[src/rtl/sd_emmc_dev_cmd.sv]
// sd_emmc_dev_cmd: SD/eMMC device-side CMD line receiver and responder.
// Optional receive CRC7 checker enabled by defining SD_EMMC_DEV_CRC_CHK_EN.
module sd_emmc_dev_cmd #(
    parameter int NCR_CYCLES   = 2,
    parameter int RESP_TIMEOUT = 64
) (
    input  logic         sd_clk,
    input  logic         rst_n,
    input  logic         cmd_in,
    output logic         cmd_out,
    output logic         cmd_t,
    output logic         cmd_valid,
    output logic [5:0]   cmd_index,
    output logic [31:0]  cmd_arg,
    output logic         cmd_crc_err,
    input  logic         resp_valid,
    input  logic         resp_none,
    input  logic         resp_long,
    input  logic [5:0]   resp_index,
    input  logic [31:0]  resp_arg,
    input  logic [126:0] resp_payload,
    output logic         resp_ready,
    output logic         resp_timeout,
    output logic         busy
);
    typedef enum logic [2:0] {IDLE, RX, CHECK, WAIT_RESP, TX, TXEND} state_t;
    state_t state, state_nxt;
    logic [46:0]  tok;
    logic [6:0]   crc;
    logic [6:0]   rx_crc;
    logic [7:0]   cnt;
    logic [7:0]   tx_last;
    logic [15:0]  ncr;
    logic [134:0] txs;
    logic         got;
    logic         is_long;
    logic         take;
    logic         go_tx;
    logic         crc_bad;
    logic         tx_bit;

    function automatic logic [6:0] crc_step(input logic [6:0] c, input logic b);
        return {c[5:0], 1'b0} ^ ((c[6] ^ b) ? 7'h09 : 7'h00);
    endfunction

`ifdef SD_EMMC_DEV_CRC_CHK_EN
    assign rx_crc  = (cnt >= 8'd8) ? crc_step(crc, cmd_in) : crc;
    assign crc_bad = crc != tok[7:1];
`else
    assign rx_crc  = crc;
    assign crc_bad = 1'b0;
`endif

    assign cmd_index = tok[45:40];
    assign cmd_arg   = tok[39:8];
    assign busy      = state != IDLE;
    assign take      = resp_valid & ~resp_none;
    // Start bit goes out once NCR_CYCLES idle cycles have followed the end bit.
    assign go_tx     = (got | take) & (ncr + 16'd1 >= 16'(NCR_CYCLES));
    assign tx_last   = is_long ? 8'd136 : 8'd48;
    // Short responses carry the running CRC7 in bits 40..46.
    assign tx_bit    = (!is_long && cnt >= 8'd40 && cnt < 8'd47) ? crc[6] : txs[134];

    // State register
    always_ff @(posedge sd_clk or negedge rst_n) begin
        if (!rst_n) state <= IDLE;
        else        state <= state_nxt;
    end

    // Next-state logic and per-state strobes
    always_comb begin
        state_nxt    = state;
        cmd_valid    = 1'b0;
        cmd_crc_err  = 1'b0;
        resp_ready   = 1'b0;
        resp_timeout = 1'b0;
        case (state)
            IDLE:      state_nxt = cmd_in ? IDLE : RX;
            RX:        state_nxt = (cnt == 8'd0) ? CHECK : RX;
            CHECK: begin
                cmd_valid   = 1'b1;
                cmd_crc_err = ~tok[46] | ~tok[0] | crc_bad;
                state_nxt   = cmd_crc_err ? IDLE : WAIT_RESP;
            end
            WAIT_RESP: begin
                resp_ready   = 1'b1;
                resp_timeout = ~resp_none & ~(got | take) & (ncr == 16'(RESP_TIMEOUT));
                state_nxt    = (resp_none | resp_timeout) ? IDLE : go_tx ? TX : WAIT_RESP;
            end
            TX:        state_nxt = (cnt == tx_last) ? TXEND : TX;
            TXEND:     state_nxt = IDLE;
            default:   state_nxt = IDLE;
        endcase
    end

    // Datapath: token shifter, shared bit counter, CRC7, response shifter, line drivers
    always_ff @(posedge sd_clk or negedge rst_n) begin
        if (!rst_n) begin
            tok     <= '0;
            crc     <= '0;
            cnt     <= '0;
            ncr     <= '0;
            txs     <= '0;
            got     <= 1'b0;
            is_long <= 1'b0;
            cmd_out <= 1'b1;
            cmd_t   <= 1'b1;
        end else begin
            case (state)
                IDLE: begin
                    cnt <= 8'd46;
                    ncr <= '0;
                    crc <= '0;
                    got <= 1'b0;
                end
                RX: begin
                    tok <= {tok[45:0], cmd_in};
                    cnt <= cnt - 8'd1;
                    crc <= rx_crc;
                end
                CHECK: ncr <= ncr + 16'd1;
                WAIT_RESP: begin
                    ncr <= ncr + 16'd1;
                    if (take && !got) begin
                        got     <= 1'b1;
                        is_long <= resp_long;
                        txs     <= resp_long ? {1'b0, 6'h3f, resp_payload, 1'b1}
                                             : {1'b0, resp_index, resp_arg, 7'd0, 1'b1, 88'd0};
                    end
                    if (state_nxt == TX) begin
                        cmd_out <= 1'b0;
                        cmd_t   <= 1'b0;
                        cnt     <= 8'd1;
                        crc     <= '0;
                    end
                end
                TX: begin
                    cmd_out <= (cnt == tx_last) ? 1'b1 : tx_bit;
                    txs     <= {txs[133:0], 1'b0};
                    crc     <= (cnt < 8'd40) ? crc_step(crc, txs[134]) : {crc[5:0], 1'b0};
                    cnt     <= cnt + 8'd1;
                end
                TXEND: begin
                    cmd_out <= 1'b1;
                    cmd_t   <= 1'b1;
                end
                default: ;
            endcase
        end
    end
endmodule
[config.mk]
export PLATFORM = sky130hd
export DESIGN_NAME = sd_emmc_dev_cmd
export DESIGN_NICKNAME = d
export VERILOG_FILES = /design/src/rtl/sd_emmc_dev_cmd.sv
export SDC_FILE = /design/constraint.sdc
export NUM_CORES = 1
export LEC_CHECK = 0
export CAP_MARGIN = 5
export CELL_PAD_IN_SITES_DETAIL_PLACEMENT = 1
export CELL_PAD_IN_SITES_GLOBAL_PLACEMENT = 1
export CORE_ASPECT_RATIO = 1.75
export CORE_MARGIN = 2
export CORE_UTILIZATION = 40
export DETAILED_ROUTE_END_ITERATION = 10
export GPL_TIMING_DRIVEN = 0
export PLACE_DENSITY_LB_ADDON = 0.1
export SLEW_MARGIN = 30
export SYNTH_ARGS = -nofsm -noshare
export SYNTH_HDL_FRONTEND = slang
export SYNTH_SLANG_ARGS = --single-unit
[constraint.sdc]
create_clock -name sd_clk -period 4.63 [get_ports sd_clk]
set_clock_uncertainty 0.1 [all_clocks]
set_input_delay 0.463 -clock sd_clk [delete_from_list [all_inputs] [get_ports sd_clk]]
set_output_delay 0.463 -clock sd_clk [all_outputs]
set_load 0.02 [all_outputs]
==> results of run 1 <==
[worst reg2reg max path, cell delays in order (launching register included)]
cell	delay, ps
dfrtp_1	390
clkbuf_1	360
and2_2	360
clkinv_1	200
clkbuf_1	330
clkbuf_2	390
ha_1	370
a21o_1	150
a21oi_1	250
o21ai_0	200
o41ai_2	350
mux2_2	390
a22oi_1	180
a21boi_0	130
[where the power goes]
part	internal [mW]	switching (mW)
clock network	1.17	0.815
registers	2.48	0.374
logic	1.24	1.02
total	4.89	2.21
[synthesized netlist by cell type, types with 10 or more instances]
cell type | instances | share of area, %
inv_1 | 10 | 0.33
clkbuf_1 | 81 | 2.7
dfrtp_1 | 218 | 49
nor3_1 | 16 | 0.71
a21oi_1 | 52 | 2.3
nand3_1 | 105 | 4.7
buf_4 | 43 | 2.9
nor2_1 | 160 | 5.3
nand2_1 | 164 | 5.5
mux2_2 | 50 | 5.0
o31ai_1 | 11 | 0.73
o21ai_0 | 63 | 2.8
a31oi_1 | 98 | 5.5
mux2i_1 | 32 | 2.9
[area by class of cell]
class | instances | area [µm²] | share of cell area (%)
Buffer | 140 | 708 | 4.81
Clock inverter | 10 | 145 | 0.985
Tap cell | 373 | 467 | 3.17
Antenna cell | 1 | 2.50 | 0.0170
Multi-Input combinational cell | 861 | 4990 | 33.9
Inverter | 11 | 41.3 | 0.280
Sequential cell | 220 | 5510 | 37.4
Timing Repair Buffer | 217 | 2210 | 15.0
Clock buffer | 32 | 659 | 4.48
[state kept, by name, summed over array words and instances (netlist names)]
register	cells
cmd_t	1
got	1
is_long	1
ncr	16
txs	135
cnt	8
tok	47
state	3
cmd_out	1
crc	7
[metal layers]
| layer | up-vias | share of wire [%] |
|---|---|---|
| li1 | 4760 | - |
| met2 | 226 | 54 |
| met4 | 2 | 3.4 |
| met3 | 65 | 3.7 |
| met1 | 4972 | 39 |
| met5 | - | 0.039 |
[logic make-up (layout without fill, tap and decap cells)]
logic type / Yosys count / after routing
simple gates: 489 / 489
compound gates: 268 / 268
flops: 220 / 220
buf+inv: 152 / 410
mux: 82 / 82
fa+ha+maj: 13 / 13
xor+xnor: 9 / 9
other cells: 0 / 1
[path summary, 6_finish.rpt]
check	start	to	slack, ps	cells past startpoint
max	state[2]	cnt[7]	380	13
min	rst_n	ncr[0]	360	2
max reg2reg	state[2]	cnt[7]	380	13
min reg2reg	txs[105]	txs[106]	390	2
max in group asynchronous	rst_n	tok[23]	3280	3
min in group sd_clk	txs[105]	txs[106]	390	2
[stage by stage]
step / utilization, % / cells
5_1_grt: 53.0 / 1864
3_5_place_dp: 50.1 / 1822
4_1_cts: 53.0 / 1865
6_report: 53.0 / 1865
2_1_floorplan: - / 1233
3_3_place_gp: 49.9 / 1820
[what timing repair did]
item | 4_1_cts | 5_1_grt
setup endpoints to repair | 1 | 1
endpoints found under the hold margin | 53 | 0
resized for setup | 2 | 1
hold buffers | 1 | 0
==> results.ini, run 1 <==
[route]
wl_per_cell_um=17.9
drt-total-wl_um=33400
drtAntennaViolNets=0
drc=0
drtIter0Drc=399
dr.pass1.iters=4
vias_per_cell=5.38
vias=10025

[global_route]
grt-busiest-layer=met2
grt_pass1_vias=10905
use_met3_pct=3.32
met1_usage_pct=26.2
gr-total-overflow=0
grt_max_degree=88
global_route.usage.met2_pct=43.5
antenna_found_initial=1
grt_pass1_wl_um=54700
track_usage_pct=23.2

[worst_hold_path]
worstHoldPathType=input pin to async pin

[synth]
synth-compound-area-share_pct=15.2
synth_fa_ha_area_share_pct=1.45
synth_fp_nets=1414
synthMuxAreaShare_pct=7.86
synth_top_family_by_area=simple AND/OR/NAND/NOR gates
netlist_area_mm2=0.0112
syn-instance-count=1233
synth.ff_latch_count=220
synth_flop_cell=dfrtp_1
async_flop_share_pct=100
avgSynthCellArea_um2=9.11
yosys_warnings=0
synthSimpleGateAreaFrac_pct=19.1
yosysSeqAreaShare_pct=49.0
synth-xor-area-share_pct=0.701
synth_edf_count=0
synth_cell_type_count=68

[cells_and_area]
final_cell_area_mm2=0.0147
fin_nets=1655
drive_gt1_share_pct=11.2
final_common_cell=dfrtp_1
area_delta_synth_final_pct=31.1
layout_common_cells=dfrtp_1 (218), clkdlybuf4s50_1 (213), nand2_1 (164), nor2_1 (160), nand3_1 (105)
final.fill_count=3294

[setup_path]
worst_ep_required_time_ps=4940
end_kind=register
path_class=register to register
cp_slowest_cell=dfrtp_1
arrival_ps=4560
critPathTopFamily=buffers and inverters
crit_chain=clkbuf_1, and2_2, clkinv_1, clkbuf_1, clkbuf_2, ha_1, a21o_1, a21oi_1, o21ai_0, o41ai_2, mux2_2, a22oi_1, a21boi_0
crit_path_frequent_cell=clkbuf_1
crit_path_max_fanout=16
start_kind=register
cpPeakStageDelay_ps=390
path_buf_inv=4

[timing]
setup_tns_ps=0
worst_hold_slack_ps=363
setup_slack_ps=380
period_share_pct=91.8
final-max-slew-violation-count=0
rsz0062_at_grt=no
finalSetupViolCount=0
max-slew-margin-rel_pct=39.6
final.min_clock_period_ps=4250
hold_violations=0
tightest_slew_ps=906
fmax_mhz=235

[power]
vdd_drop_max_mv=0.295
total_power_mw=7.10
powerDensity_mw_per_mm2=482
leakagePower_nw=5.97

[cts]
post_cts_buffers=0
clock_sinks=220
clockBufferDepth=3
htree_levels=1
clk_pin_slew_worst_paths_ps=70
worstSkewPairLatency_ps=540
root_buffer=clkbuf_16
cts_tree=done
cts_made_buffers=23

[floorplanning]
core_area_mm2=0.0278
die_y_um=226
rows=81
initial_core_util_pct=40.5
die-area_mm2=0.0295
die_w_um=131
ios=216

[placed_design]
dp_slack_ps=-205
routabilityCongestion=0.839
dpl.hpwl_um=24900
place_area_mm2=0.0139
numPortBuffers=214

[status]
status=completed

[job]
maxCapViolCount=0

Power figures use the tool's default switching activity.
==> run 2, diff against run 1 <==
--- a/config.mk
+++ b/config.mk
@@ -8,7 +8,7 @@
 export CAP_MARGIN = 5
 export CELL_PAD_IN_SITES_DETAIL_PLACEMENT = 1
 export CELL_PAD_IN_SITES_GLOBAL_PLACEMENT = 1
-export CORE_ASPECT_RATIO = 1.75
+export CORE_ASPECT_RATIO = 0.9
 export CORE_MARGIN = 2
 export CORE_UTILIZATION = 40
 export DETAILED_ROUTE_END_ITERATION = 10
==> run 2 against run 1 <==
First-iteration DRC count increased by 12%. Design area increased by 1.1%. Via count increased by 0.28%. Largest power group unchanged. Sequential share of layout area decreased by 0.40 points.
==> results.ini, run 2 (same netlist as run 1, synthesis figures left out) <==
[floorplanning]
ios=216  ; unchanged
die-area_mm2=0.0295  ; about the same
die_w_um=181  ; was 131 µm
core_area_mm2=0.0278  ; about the same
rows=58  ; was 81
die_y_um=163  ; was 226 µm
initial_core_util_pct=40.4  ; was 40.5%

[cts]
post_cts_buffers=0  ; unchanged
root_buffer=clkbuf_16  ; unchanged
clockBufferDepth=3  ; unchanged
worstSkewPairLatency_ps=530  ; was 540 ps
cts_made_buffers=26  ; was 23
clk_pin_slew_worst_paths_ps=60  ; was 70 ps
cts_tree=done  ; unchanged
htree_levels=1  ; unchanged
clock_sinks=220  ; unchanged

[power]
p_comb_share_pct=30.5  ; was 31.8%
internal-power_mw=5.18  ; was 4.89 mW
leakagePower_nw=6.06  ; was 5.97 nW
clkPwrFrac_pct=30.7  ; was 28.0%
powerDensity_mw_per_mm2=497  ; was 482 mW/mm²
vdd_drop_max_mv=0.279  ; was 0.295 mV
pwr-share-seq_pct=38.8  ; was 40.2%
p_sw_share_pct=30.0  ; was 31.1%
p_sw_mw=2.22  ; was 2.21 mW
total_power_mw=7.39  ; was 7.10 mW

[timing]
tightest_slew_ps=864  ; was 906 ps
setup_tns_ps=0  ; unchanged
max-slew-margin-rel_pct=42.4  ; was 39.6%
period_share_pct=90.9  ; was 91.8%
hold_violations=0  ; unchanged
rsz0062_at_grt=no  ; unchanged
final.min_clock_period_ps=4210  ; was 4250 ps
finalSetupViolCount=0  ; unchanged
final-max-slew-violation-count=0  ; unchanged
fmax_mhz=237  ; was 235 MHz

[placed_design]
routabilityCongestion=0.833  ; was 0.839
numPortBuffers=214  ; unchanged
dpl.hpwl_um=23800  ; was 24900 µm
dpl.cell_count=1810  ; was 1822
place_area_mm2=0.0139  ; about the same

[cells_and_area]
fin_cells=1860  ; was 1865
drive_gt1_share_pct=11.3  ; was 11.2%
largest_reg_flops=135  ; unchanged
multi_input_area_mm2=0.00498  ; was 0.00499 mm²
seqCellArea_mm2=0.00551  ; unchanged
final_common_cell=dfrtp_1  ; unchanged
final_util_pct=53.6  ; was 53.0%
final.fill_count=3217  ; was 3294
layout_common_cells=dfrtp_1 (218), clkdlybuf4s50_1 (213), nand2_1 (164), nor2_1 (160), nand3_1 (105)  ; unchanged
final_cell_area_mm2=0.0149  ; was 0.0147 mm²
area_delta_synth_final_pct=32.5  ; was 31.1%
fin_nets=1659  ; was 1655
max_flop_register=txs  ; unchanged
reg.largest.list=txs (135), tok (47), ncr (16)  ; unchanged

[route]
vias_per_cell=5.40  ; was 5.38
wl_per_cell_um=17.8  ; was 17.9 µm
drt-total-wl_um=33100  ; was 33400 µm
vias=10053  ; was 10025
dr.pass1.iters=5  ; was 4
drc=0  ; unchanged
drtIter0Drc=448  ; was 399
drtAntennaViolNets=0  ; unchanged

[global_route]
grt_pass1_vias=10354  ; was 10905
grt_pass1_wl_um=54600  ; was 54700 µm
track_usage_pct=22.6  ; was 23.2%
antenna_found_initial=2  ; was 1
grt_max_degree=76  ; was 88
gr-total-overflow=0  ; unchanged

[setup_path]
path_class=register to register  ; unchanged
cp_slowest_cell=o41ai_1  ; was dfrtp_1
start_kind=register  ; unchanged
cpPeakStageDelay_ps=460  ; was 390 ps
crit_path_max_fanout=16  ; unchanged
crit_chain=clkbuf_1, and2_2, clkinv_1, clkbuf_1, clkbuf_2, ha_1, a21o_1, a21oi_1, o21ai_0, o41ai_1, mux2_2, a22oi_1, a21boi_0  ; was clkbuf_1, and2_2, clkinv_1, clkbuf_1, clkbuf_2, ha_1, a21o_1, a21oi_1, o21ai_0, o41ai_2, mux2_2, a22oi_1, a21boi_0
crit_path_frequent_cell=clkbuf_1  ; unchanged
end_kind=register  ; unchanged
arrival_ps=4500  ; was 4560 ps
worst_ep_required_time_ps=4920  ; was 4940 ps

[job]
maxCapViolCount=0  ; unchanged

[worst_hold_path]
worstHoldPathType=input pin to async pin  ; unchanged

[status]
status=completed  ; unchanged

[run 2: metrics by stage]
| stage | hold slack, ps | setup WS [ps] |
|---|---|---|
| 2_1_floorplan | 67.4 | 1060 |
| 6_report | 292 | 419 |
| 3_3_place_gp | 356 | -6790 |
| 5_1_grt | 296 | 44.0 |
| 4_1_cts | 278 | 46.7 |
| 3_5_place_dp | 245 | -59.7 |
[run 2: power by group through the flow]
stage,Combinational (mW),Sequential (mW),Clock [mW]
final,2.25,2.87,2.27
after global routing,2.49,2.95,2.39
after floorplan,1.51,2.76,0
after global placement,2.17,2.86,0
after CTS,2.29,2.87,2.31
after detailed placement,2.26,2.89,0
[run 2: worst paths after layout]
check | slack, ps | cells after the start | startpoint | to
setup / recovery | 420 | 13 | state[2] | cnt[7]
hold / removal | 290 | 2 | rst_n | ncr[10]
setup reg to reg | 420 | 13 | state[2] | cnt[7]
hold reg to reg | 380 | 2 | txs[127] | txs[128]
max in group asynchronous | 3130 | 4 | rst_n | txs[9]
min in group sd_clk | 380 | 2 | txs[127] | txs[128]
[run 2: what timing repair did]
| action | CTS | global route |
|---|---|---|
| setup endpoints to repair | 1 | 1 |
| hold buffers | 1 | 0 |
| resized for setup | 1 | 1 |
| endpoints found under the hold margin | 27 | 0 |
[run 2: layout make-up]
cell class,count,area share (%)
buffer,140,4.76
timing repair buffer,218,15.0
tap,360,3.02
clock buffer,41,5.36
sequential,220,37.0
clock inverter,7,1.08
antenna,2,0.0336
multi-input combinational,861,33.4
inverter,11,0.277
[run 2: routing by layer]
layer / GRT usage [%] / vias to the layer above / wire (µm)
met2: 36.2 / 229 / 15400
li1: - / 4794 / -
met1: 32.4 / 4984 / 15600
met3: 3.59 / 44 / 1510
met5: 0 / - / 11
met4: 5.10 / 2 / 571
[run 2: critical path, delay by kind of cell, from the launching register on]
kind                     cells  cell delay [ps]
AO/OA/AOI/OAI                6             1230
buffers and inverters        4             1220
multiplexers                 1              390
flip-flops                   1              370
AND/OR/NAND/NOR              1              370
adder cells (fa/ha/maj)      1              370
